### src/rtl/i2c_bus_resolver_pkg.sv
// Shared types and sizing helpers for the open-drain I2C bus resolver.
package i2c_bus_pkg;

  typedef enum logic {I2C_LOW = 1'b0, I2C_HIGH = 1'b1} line_t;

  localparam int DEF_RISE_CYC = 4;
  localparam int DEF_FILT_LEN = 3;

  // Counter width for a counter that must hold 0..n; never less than 1 bit.
  function automatic int cnt_w(input int n);
    int w;
    w = $clog2(n + 1);
    return (w < 1) ? 1 : w;
  endfunction

endpackage

### src/rtl/i2c_bus_resolver_if.sv
// Pad-side bundle of the I2C bus resolver: per-device drivers in, resolved lines and flags out.
interface i2c_bus_resolver_if #(
  parameter int N_DEV  = 2,
  parameter int TOUT_W = 16
);
  logic [N_DEV-1:0]  SCL_PAD_O;
  logic [N_DEV-1:0]  SCL_PADOEN_O;
  logic [N_DEV-1:0]  SDA_PAD_O;
  logic [N_DEV-1:0]  SDA_PADOEN_O;
  logic [TOUT_W-1:0] TOUT_LIM_I;
  logic              SCL_PAD_I;
  logic              SDA_PAD_I;
  logic              BUS_BUSY_O;
  logic              START_O;
  logic              STOP_O;
  logic [N_DEV-1:0]  ARB_LOST_O;
  logic              STRETCH_O;
  logic              TOUT_O;

  modport master (
    output SCL_PAD_O, SCL_PADOEN_O, SDA_PAD_O, SDA_PADOEN_O, TOUT_LIM_I,
    input  SCL_PAD_I, SDA_PAD_I, BUS_BUSY_O, START_O, STOP_O, ARB_LOST_O,
           STRETCH_O, TOUT_O
  );

  modport slave (
    input  SCL_PAD_O, SCL_PADOEN_O, SDA_PAD_O, SDA_PADOEN_O, TOUT_LIM_I,
    output SCL_PAD_I, SDA_PAD_I, BUS_BUSY_O, START_O, STOP_O, ARB_LOST_O,
           STRETCH_O, TOUT_O
  );
endinterface

### src/rtl/i2c_bus_resolver_line.sv
// One open-drain line: wired-AND with finite pull-up rise time, then a
// consecutive-sample glitch filter with edge strobes on the filtered level.
module i2c_line_model
  import i2c_bus_pkg::*;
#(
  parameter int N_DEV    = 2,
  parameter int RISE_CYC = DEF_RISE_CYC,
  parameter int FILT_LEN = DEF_FILT_LEN
) (
  input  logic             gclk,
  input  logic             grst_n,
  input  logic [N_DEV-1:0] pull,
  output logic             line,
  output logic             flt,
  output logic             rise,
  output logic             fall
);
  localparam int RW = cnt_w(RISE_CYC);
  localparam int FW = cnt_w(FILT_LEN);
  localparam logic [RW-1:0] RISE_MAX  = RW'(RISE_CYC);
  localparam logic [FW-1:0] FILT_LAST = FW'(FILT_LEN - 1);

  logic [RW-1:0] rise_cnt;
  logic [FW-1:0] filt_cnt;
  line_t         line_q, flt_q, flt_d;

  // Line only goes high once the released period has run its full rise time.
  always_ff @(posedge gclk or negedge grst_n) begin
    if (!grst_n) begin
      line_q   <= I2C_HIGH;
      rise_cnt <= '0;
    end else if (|pull) begin
      line_q   <= I2C_LOW;
      rise_cnt <= '0;
    end else if (rise_cnt == RISE_MAX) begin
      line_q   <= I2C_HIGH;
    end else begin
      rise_cnt <= rise_cnt + 1'b1;
    end
  end

  always_ff @(posedge gclk or negedge grst_n) begin
    if (!grst_n) begin
      flt_q    <= I2C_HIGH;
      flt_d    <= I2C_HIGH;
      filt_cnt <= '0;
    end else begin
      flt_d <= flt_q;
      if (line_q == flt_q) begin
        filt_cnt <= '0;
      end else if (filt_cnt == FILT_LAST) begin
        flt_q    <= line_q;
        filt_cnt <= '0;
      end else begin
        filt_cnt <= filt_cnt + 1'b1;
      end
    end
  end

  assign line = line_q;
  assign flt  = flt_q;
  assign rise = (flt_q == I2C_HIGH) && (flt_d == I2C_LOW);
  assign fall = (flt_q == I2C_LOW)  && (flt_d == I2C_HIGH);

endmodule

### src/rtl/i2c_bus_resolver.sv
// N-device open-drain I2C bus: resolved SCL/SDA, START/STOP/busy, arbitration loss.
// Optional clock-stretch timeout monitor enabled by defining I2C_STRETCH_TOUT_EN.
module i2c_bus_resolver
  import i2c_bus_pkg::*;
#(
  parameter int N_DEV    = 2,
  parameter int RISE_CYC = DEF_RISE_CYC,
  parameter int FILT_LEN = DEF_FILT_LEN,
  parameter int TOUT_W   = 16
) (
  input  logic              WB_CLK_I,
  input  logic              ARST_I,
  i2c_bus_resolver_if.slave bus
);
  logic [N_DEV-1:0] scl_pull, sda_pull, arb_lost;
  logic scl_line, fscl, scl_rise, scl_fall;
  logic sda_line, fsda, sda_rise, sda_fall;
  logic start_cond, stop_cond, start_q, stop_q, busy;

  // A device driving 1 with its enable active is still just releasing the line.
  assign scl_pull = ~bus.SCL_PADOEN_O & ~bus.SCL_PAD_O;
  assign sda_pull = ~bus.SDA_PADOEN_O & ~bus.SDA_PAD_O;

  i2c_line_model #(.N_DEV(N_DEV), .RISE_CYC(RISE_CYC), .FILT_LEN(FILT_LEN)) u_scl (
    .gclk(WB_CLK_I), .grst_n(ARST_I), .pull(scl_pull),
    .line(scl_line), .flt(fscl), .rise(scl_rise), .fall(scl_fall)
  );

  i2c_line_model #(.N_DEV(N_DEV), .RISE_CYC(RISE_CYC), .FILT_LEN(FILT_LEN)) u_sda (
    .gclk(WB_CLK_I), .grst_n(ARST_I), .pull(sda_pull),
    .line(sda_line), .flt(fsda), .rise(sda_rise), .fall(sda_fall)
  );

  // SDA edges only count as conditions while SCL is high and did not move this cycle.
  assign start_cond = sda_fall && fscl && !scl_rise && !scl_fall;
  assign stop_cond  = sda_rise && fscl && !scl_rise && !scl_fall;

  always_ff @(posedge WB_CLK_I or negedge ARST_I) begin
    if (!ARST_I) begin
      start_q  <= 1'b0;
      stop_q   <= 1'b0;
      busy     <= 1'b0;
      arb_lost <= '0;
    end else begin
      start_q <= start_cond;
      stop_q  <= stop_cond;
      if (start_cond)     busy <= 1'b1;
      else if (stop_cond) busy <= 1'b0;
      if (start_cond || stop_cond)
        arb_lost <= '0;
      else if (scl_rise && busy)
        arb_lost <= arb_lost | (~sda_pull & {N_DEV{~fsda}});
    end
  end

  assign bus.SCL_PAD_I  = scl_line;
  assign bus.SDA_PAD_I  = sda_line;
  assign bus.BUS_BUSY_O = busy;
  assign bus.START_O    = start_q;
  assign bus.STOP_O     = stop_q;
  assign bus.ARB_LOST_O = arb_lost;

`ifdef I2C_STRETCH_TOUT_EN
  logic              stretch, tout_q;
  logic [TOUT_W-1:0] st_cnt;

  // Stretching means someone let go of SCL but the line is still held low.
  assign stretch = !scl_line && |(~scl_pull);

  always_ff @(posedge WB_CLK_I or negedge ARST_I) begin
    if (!ARST_I) begin
      st_cnt <= '0;
      tout_q <= 1'b0;
    end else begin
      if (!stretch)     st_cnt <= '0;
      else if (!&st_cnt) st_cnt <= st_cnt + 1'b1;
      if (stop_cond)
        tout_q <= 1'b0;
      else if (bus.TOUT_LIM_I != '0 && st_cnt == bus.TOUT_LIM_I)
        tout_q <= 1'b1;
    end
  end

  assign bus.STRETCH_O = stretch;
  assign bus.TOUT_O    = tout_q;
`else
  logic unused_lim;
  assign unused_lim    = ^bus.TOUT_LIM_I;
  assign bus.STRETCH_O = 1'b0;
  assign bus.TOUT_O    = 1'b0;
`endif

endmodule

### src/flat_wrapper.sv
// flat-port wrapper written by rule: the top's interface ports become plain ports
module i2c_bus_resolver_flat import i2c_bus_pkg::*;
#(
  parameter int N_DEV    = 2,
  parameter int RISE_CYC = DEF_RISE_CYC,
  parameter int FILT_LEN = DEF_FILT_LEN,
  parameter int TOUT_W   = 16
)
  (WB_CLK_I, ARST_I, bus_SCL_PAD_O, bus_SCL_PADOEN_O, bus_SDA_PAD_O, bus_SDA_PADOEN_O, bus_TOUT_LIM_I, bus_SCL_PAD_I, bus_SDA_PAD_I, bus_BUS_BUSY_O, bus_START_O, bus_STOP_O, bus_ARB_LOST_O, bus_STRETCH_O, bus_TOUT_O);
  i2c_bus_resolver_if #(.N_DEV(N_DEV), .TOUT_W(TOUT_W)) bus_i ();
  input  logic WB_CLK_I;
  input  logic ARST_I;
  input wire logic [$bits(bus_i.SCL_PAD_O)-1:0] bus_SCL_PAD_O;
  input wire logic [$bits(bus_i.SCL_PADOEN_O)-1:0] bus_SCL_PADOEN_O;
  input wire logic [$bits(bus_i.SDA_PAD_O)-1:0] bus_SDA_PAD_O;
  input wire logic [$bits(bus_i.SDA_PADOEN_O)-1:0] bus_SDA_PADOEN_O;
  input wire logic [$bits(bus_i.TOUT_LIM_I)-1:0] bus_TOUT_LIM_I;
  output wire logic [$bits(bus_i.SCL_PAD_I)-1:0] bus_SCL_PAD_I;
  output wire logic [$bits(bus_i.SDA_PAD_I)-1:0] bus_SDA_PAD_I;
  output wire logic [$bits(bus_i.BUS_BUSY_O)-1:0] bus_BUS_BUSY_O;
  output wire logic [$bits(bus_i.START_O)-1:0] bus_START_O;
  output wire logic [$bits(bus_i.STOP_O)-1:0] bus_STOP_O;
  output wire logic [$bits(bus_i.ARB_LOST_O)-1:0] bus_ARB_LOST_O;
  output wire logic [$bits(bus_i.STRETCH_O)-1:0] bus_STRETCH_O;
  output wire logic [$bits(bus_i.TOUT_O)-1:0] bus_TOUT_O;
  assign bus_i.SCL_PAD_O = bus_SCL_PAD_O;
  assign bus_i.SCL_PADOEN_O = bus_SCL_PADOEN_O;
  assign bus_i.SDA_PAD_O = bus_SDA_PAD_O;
  assign bus_i.SDA_PADOEN_O = bus_SDA_PADOEN_O;
  assign bus_i.TOUT_LIM_I = bus_TOUT_LIM_I;
  assign bus_SCL_PAD_I = bus_i.SCL_PAD_I;
  assign bus_SDA_PAD_I = bus_i.SDA_PAD_I;
  assign bus_BUS_BUSY_O = bus_i.BUS_BUSY_O;
  assign bus_START_O = bus_i.START_O;
  assign bus_STOP_O = bus_i.STOP_O;
  assign bus_ARB_LOST_O = bus_i.ARB_LOST_O;
  assign bus_STRETCH_O = bus_i.STRETCH_O;
  assign bus_TOUT_O = bus_i.TOUT_O;
  i2c_bus_resolver #(.N_DEV(N_DEV), .RISE_CYC(RISE_CYC), .FILT_LEN(FILT_LEN), .TOUT_W(TOUT_W)) u_core (.WB_CLK_I(WB_CLK_I), .ARST_I(ARST_I), .bus(bus_i));
endmodule
### config.mk
export PLATFORM = sky130hd
export DESIGN_NAME = i2c_bus_resolver_flat
export DESIGN_NICKNAME = d
export VERILOG_FILES = /design/src/rtl/i2c_bus_resolver_pkg.sv /design/src/rtl/i2c_bus_resolver_if.sv /design/src/rtl/i2c_bus_resolver_line.sv /design/src/rtl/i2c_bus_resolver.sv /design/src/flat_wrapper.sv
export SDC_FILE = /design/constraint.sdc
export NUM_CORES = 1
export LEC_CHECK = 0
export CORE_ASPECT_RATIO = 1.2
export CORE_UTILIZATION = 42
export DETAILED_ROUTE_END_ITERATION = 16
export HOLD_SLACK_MARGIN = 0.02
export PLACE_DENSITY = 0.78
export SLEW_MARGIN = 20
export SYNTH_ARGS = -nofsm -noshare
export SYNTH_HDL_FRONTEND = slang
export SYNTH_SLANG_ARGS = --single-unit
### constraint.sdc
create_clock -name WB_CLK_I -period 1.1 [get_ports WB_CLK_I]
set_input_delay 0.165 -clock WB_CLK_I [delete_from_list [all_inputs] [get_ports WB_CLK_I]]
set_output_delay 0.165 -clock WB_CLK_I [all_outputs]
set_load 0.02 [all_outputs]
After elaboration in Yosys (flattened, before gate mapping). Index checks and enable logic that the tools add are counted.

Output and inout bits: 9. Register bits after elaboration: 21.

Bitwise gates (word level): 15. Multiplexer cells: 16. Reduce and logical (&&, ||, !) cells: 22. Eq/ne operators: 8. Add/subtract/negate cells: 4.

Operator list (number): two-way mux 2 bit (6); two-way mux 3 bit (4); logical AND 1 bit (11); inverter 2 bit (5); nonzero test 2 bit (4); adder 3 x 1 -> 3 bit, second input constant (2); bitwise AND 2 bit (3); equality test 3 bit, second input constant (2); two-way mux 1 bit (6); inverter 1 bit (6); adder 2 x 1 -> 2 bit, second input constant (2); equality test 2 bit, second input constant (2); inequality test 2 bit, second input constant (2); AND reduction 2 bit (2); OR reduction 2 bit (2); equality test 1 bit (2); zero test 1 bit (2); OR 2 bit (1); logical OR 1 bit (1).

Longest topological paths before layout.
Depth in word-level cells: 7. Depth in mapped cells: 5. Depth with buffers taken out: 5.

By module. Synthesis repeated with hierarchy kept, for this count alone.

Cell total of the unflattened synthesis: 85. Area total of the unflattened synthesis: 970.9 µm².

By module, submodules not included: i2c_line_model (area each 366.6 µm², cells each 30, times used 2); i2c_bus_resolver (area each 237.7 µm², cells each 25, times used 1).

Worst setup path before layout. Ideal clock, no wire load.

Kind: register -> register. Start: register u_core.u_scl.rise_cnt[0]. End: register u_core.u_scl.rise_cnt[0]. Data required time: 0.970 ns. Setup slack: 0.093 ns. Path buffers: 0. Stages on the path, launching flop included: 6. Arrival time: 0.877 ns. Library setup time: 0.130 ns. Period minus slack after synthesis: 1.007 ns. Path through: dfrtp_1 -> inv_1 -> ha_1 -> nand2_1 -> xnor2_1 -> nor2_1.

Longest elaborated chain between the ends: 3. Elaborated cells between the ends (all ways): 5. Those cells by class: add/sub (1); eq/ne (2); mux (2).

Ends and longest elaborated chain: start, declared (RTL line i2c_bus_resolver_line.sv:23) `logic [RW-1:0] rise_cnt;`; start signal, assigned (RTL line i2c_bus_resolver_line.sv:38) `rise_cnt <= rise_cnt + 1'b1;`; adder 3 x 1 -> 3 bit (RTL line i2c_bus_resolver_line.sv:38); two-way mux 3 bit (RTL line i2c_bus_resolver_line.sv:35) `end else if (rise_cnt == RISE_MAX) begin`; two-way mux 3 bit (RTL line i2c_bus_resolver_line.sv:32) `end else if (|pull) begin`.

Parallel ways exist; a longest one is shown, timed or not. The select of a mux whose other input is x is not followed. A chain may end at the register's enable or synchronous reset.

Final worst setup path.
Start: register u_core.u_sda.line_q (netlist: u_core.u_sda.line). End: output port bus_SDA_PAD_I.

RTL lines: start, declared (RTL line i2c_bus_resolver_line.sv:25) `line_t line_q, flt_q, flt_d;`; start signal, assigned (RTL line i2c_bus_resolver_line.sv:30) `line_q <= I2C_HIGH;`; start signal, assigned (RTL line i2c_bus_resolver_line.sv:33) `line_q <= I2C_LOW;`; start signal, assigned (RTL line i2c_bus_resolver_line.sv:36) `line_q <= I2C_HIGH;`; end, declared (RTL line flat_wrapper.sv:19) `output wire logic [$bits(bus_i.SDA_PAD_I)-1:0] bus_SDA_PAD_I;`.

No word-level cell between the ends.

==> summary.txt <==
Status
  – Status: finished, violations left
  – Failing checks: setup timing

Drt
  – WL final: 1590 um
  – Routed len/inst: 12.2 um
  – Final ANT Viol Nets: 0
  – Drt first pass iters: 6
  – Starting DRT DRC Count: 9
  – Vias/cell: 4.89
  – Total vias in the final route: 636
  – DR DRC count: 0

Yosys
  – Mapped Cells: 83
  – Post-Synthesis Cell Area: 896 um2
  – Synth Register Bits: 21
  – Mean Syn Cell Area: 10.8 um2
  – Yosys Warn Count: 0
  – Yosys cell types: 19
  – Register area share after synthesis: 0.595

Critical path
  – Top cell family by delay on the critical path: flip-flops
  – Chain of cells forming the critical path: buf_6
  – Max FO, Critical Path: 2
  – CP peak stage delay: 0.56 ns
  – Crit path max-delay cell type: dfstp_2
  – Critical path class: flip-flop to primary output
  – CP endpoint kind: primary output
  – CP arrival: 0.96 ns
  – CP Buf/Inv Count: 1
  – CP Launch Type: flip-flop
  – Worst Path Required: 0.94 ns

STA
  – Pins over their slew limit: 0
  – Final worst setup slack: -0.0275 ns
  – F_max: 887 MHz
  – Final setup viols: 2
  – Min Tclk post-route: 1.13 ns
  – Clk_skew: 0.0102 ns
  – Final period util: 1.03
  – Final Hold Fails: 0
  – Unrepaired setup endpoints after global routing: true

Placed design
  – Gpl congestion: 0.736
  – Port Buf Inserts: 16
  – DP Wirelength: 1150 um
  – Placed insts: 126

CTS
  – Clock sink count: 21
  – Clk slew on worst S/H paths: 0.12 ns
  – CTS Buffer Depth: 2
  – Clock latency on the worst-skew pair: 0.29 ns
  – Clk root buf: clkbuf_4
  – TritonCTS Buffers: 3
  – H-tree depth: 1
  – CTS tree: yes
  – Hold Buf Count CTS: 0

GRT
  – Vias in the first global route: 633
  – Total gr overflow: 0
  – GRT Total Usage: 0.148
  – First-pass GRT wire length: 2490 um
  – Initial antenna violation count: 0
  – Pin count of the biggest net entering global routing: 22

Power
  – Power Density: 2000 mW/mm2
  – Leak pwr: 0.000540 uW
  – Power consumption: 2400 uW
  – Int Pwr: 1620 uW
  – Gate power share: 0.380
  – Clock power frac: 0.146
  – Sw power: 781 uW
  – Reg power frac: 0.474
  – Maximum vdd ir drop: 0.00131 V
  – Sw Share: 0.325

Floorplanning
  – Die height: 52.6 um
  – Rows: 17
  – Die X: 44.2 um
  – Initial Util: 0.468
  – I/O pin total: 35
  – Die area: 0.00232 mm2
  – Core area: 0.00191 mm2

Layout
  – # nets final: 142
  – Finished Layout Cells: 130
  – Layout fillers: 155
  – Final Util: 0.627
  – # diodes: 0
  – Area growth syn-to-layout: 34.1%
  – Layout cells sized above 1: 0.315

Worst hold path
  – Worst Hold Class: input port to async pin

Job
  – Max-cap viol count: 0
## layout by cell type, fill, tap and decap left out, types with 2 or more instances in the layout
cell type | netlist | routed
o21ai_1 | 2 | 2
a21oi_1 | 7 | 7
mux2_2 | 2 | 2
nand3_1 | 2 | 2
o22ai_1 | 2 | 2
ha_4 | 0 | 2
buf_2 | 0 | 5
buf_6 | 0 | 2
nor3_1 | 4 | 3
nand2_1 | 7 | 6
buf_4 | 2 | 8
nor2_1 | 10 | 10
clkdlybuf4s50_1 | 0 | 9
conb_1 | 1 | 2
o21ai_0 | 2 | 2
dfstp_2 | 6 | 6
clkbuf_4 | 0 | 3
inv_1 | 6 | 6
dfrtp_1 | 15 | 15
xnor2_1 | 4 | 3
nand2b_1 | 4 | 4
## cell type report
type	count	area, um2	area share
clock inverter	1	5.00	0.00417
multi-input combinational	55	377	0.314
tap	19	23.8	0.0198
sequential	21	533	0.444
timing repair buffer	25	218	0.181
clock buffer	3	22.5	0.0188
inverter	6	22.5	0.0188
## cells by family (layout without fill, tap and decap cells)
kind of cell,count (synthesis),count (layout),share of synthesized area
AND/OR/NAND/NOR,30,30,0.163
flip-flops,21,21,0.595
AO/OA/AOI/OAI,13,13,0.0754
buffers and inverters,8,35,0.0419
adder cells (fa/ha/maj),4,4,0.0559
XOR/XNOR,4,4,0.0391
multiplexers,2,2,0.0251
other,1,2,0.00419
## power groups by stage
| stage | Clock (uW) | Sequential (uW) | Combinational [uW] |
|---|---|---|---|
| detailed placement | 0 | 1150 | 790 |
| finish | 351 | 1140 | 914 |
| global placement | 0 | 1130 | 746 |
| floorplan | 0 | 1200 | 404 |
| CTS | 366 | 1140 | 800 |
| global route | 394 | 1160 | 1020 |
## through the flow
stage	area, um2	hold WS, ns	TNS, ns	setup WS, ns
2_1_floorplan	900	-0.131	0	0.0934
3_3_place_gp	1150	0.423	-0.388	-0.167
3_5_place_dp	1150	0.435	-0.450	-0.167
4_1_cts	1180	0.196	-0.0671	-0.0368
5_1_grt	1200	0.195	-0.142	-0.0530
6_report	1200	0.199	-0.0401	-0.0275
## routing by layer
| metal | track usage | wire length (um) |
|---|---|---|
| met2 | 0.267 | 869 |
| met4 | 0.0758 | 16 |
| met5 | 0 | 0 |
| met3 | 0.0241 | 54 |
| met1 | 0.164 | 644 |
## synth_stat cells, drive strengths merged
cell type,count,area (um2)
conb,1,3.75
and4bb,1,12.5
dfstp,6,158
nor3b,2,15.0
inv,6,22.5
ha,4,50.1
nand3,2,10.0
a21oi,7,35.0
buf,2,15.0
o21ai,4,20.0
nor2,10,37.5
o22ai,2,12.5
nor3,4,20.0
nand2b,4,25.0
mux2,2,22.5
nand2,7,26.3
dfrtp,15,375
xnor2,4,35.0
## path summary, 6_finish.rpt
kind	slack [ns]	startpoint	cells after the start	endpoint
worst max-delay path	-0.03	u_core.u_sda.line	1	bus_SDA_PAD_I
worst min-delay path	0.20	ARST_I	2	u_core.u_sda.filt_cnt[1]
worst max register to register	0.01	u_core.u_sda.rise_cnt[1]	5	u_core.u_sda.rise_cnt[0]
worst min register to register	0.44	u_core.u_scl.filt_cnt[0]	1	u_core.u_scl.filt_cnt[0]
max in group asynchronous	0.68	ARST_I	2	u_core.u_scl.flt
min in group WB_CLK_I	0.44	u_core.u_scl.filt_cnt[0]	1	u_core.u_scl.filt_cnt[0]
## registers in the layout, summed over array words and instances, names as in the netlist
| register | flops |
|---|---|
| u_core.u_sda.flt_d | 1 |
| u_core.u_sda.line | 1 |
| u_core.u_scl.line | 1 |
| u_core.u_scl.rise_cnt | 3 |
| u_core.u_scl.flt_d | 1 |
| u_core.u_scl.flt | 1 |
| u_core.bus.STOP_O | 1 |
| u_core.u_scl.filt_cnt | 2 |
| u_core.bus.ARB_LOST_O | 2 |
| u_core.bus.BUS_BUSY_O | 1 |
| u_core.u_sda.filt_cnt | 2 |
| u_core.u_sda.flt | 1 |
| u_core.bus.START_O | 1 |
| u_core.u_sda.rise_cnt | 3 |
## repair_timing
item	in CTS	in global routing
setup endpoints to repair	9	11
buffers inserted	0	0
gates resized for setup	34	7
pin swaps	1	5
Power figures use the tool's default switching activity.
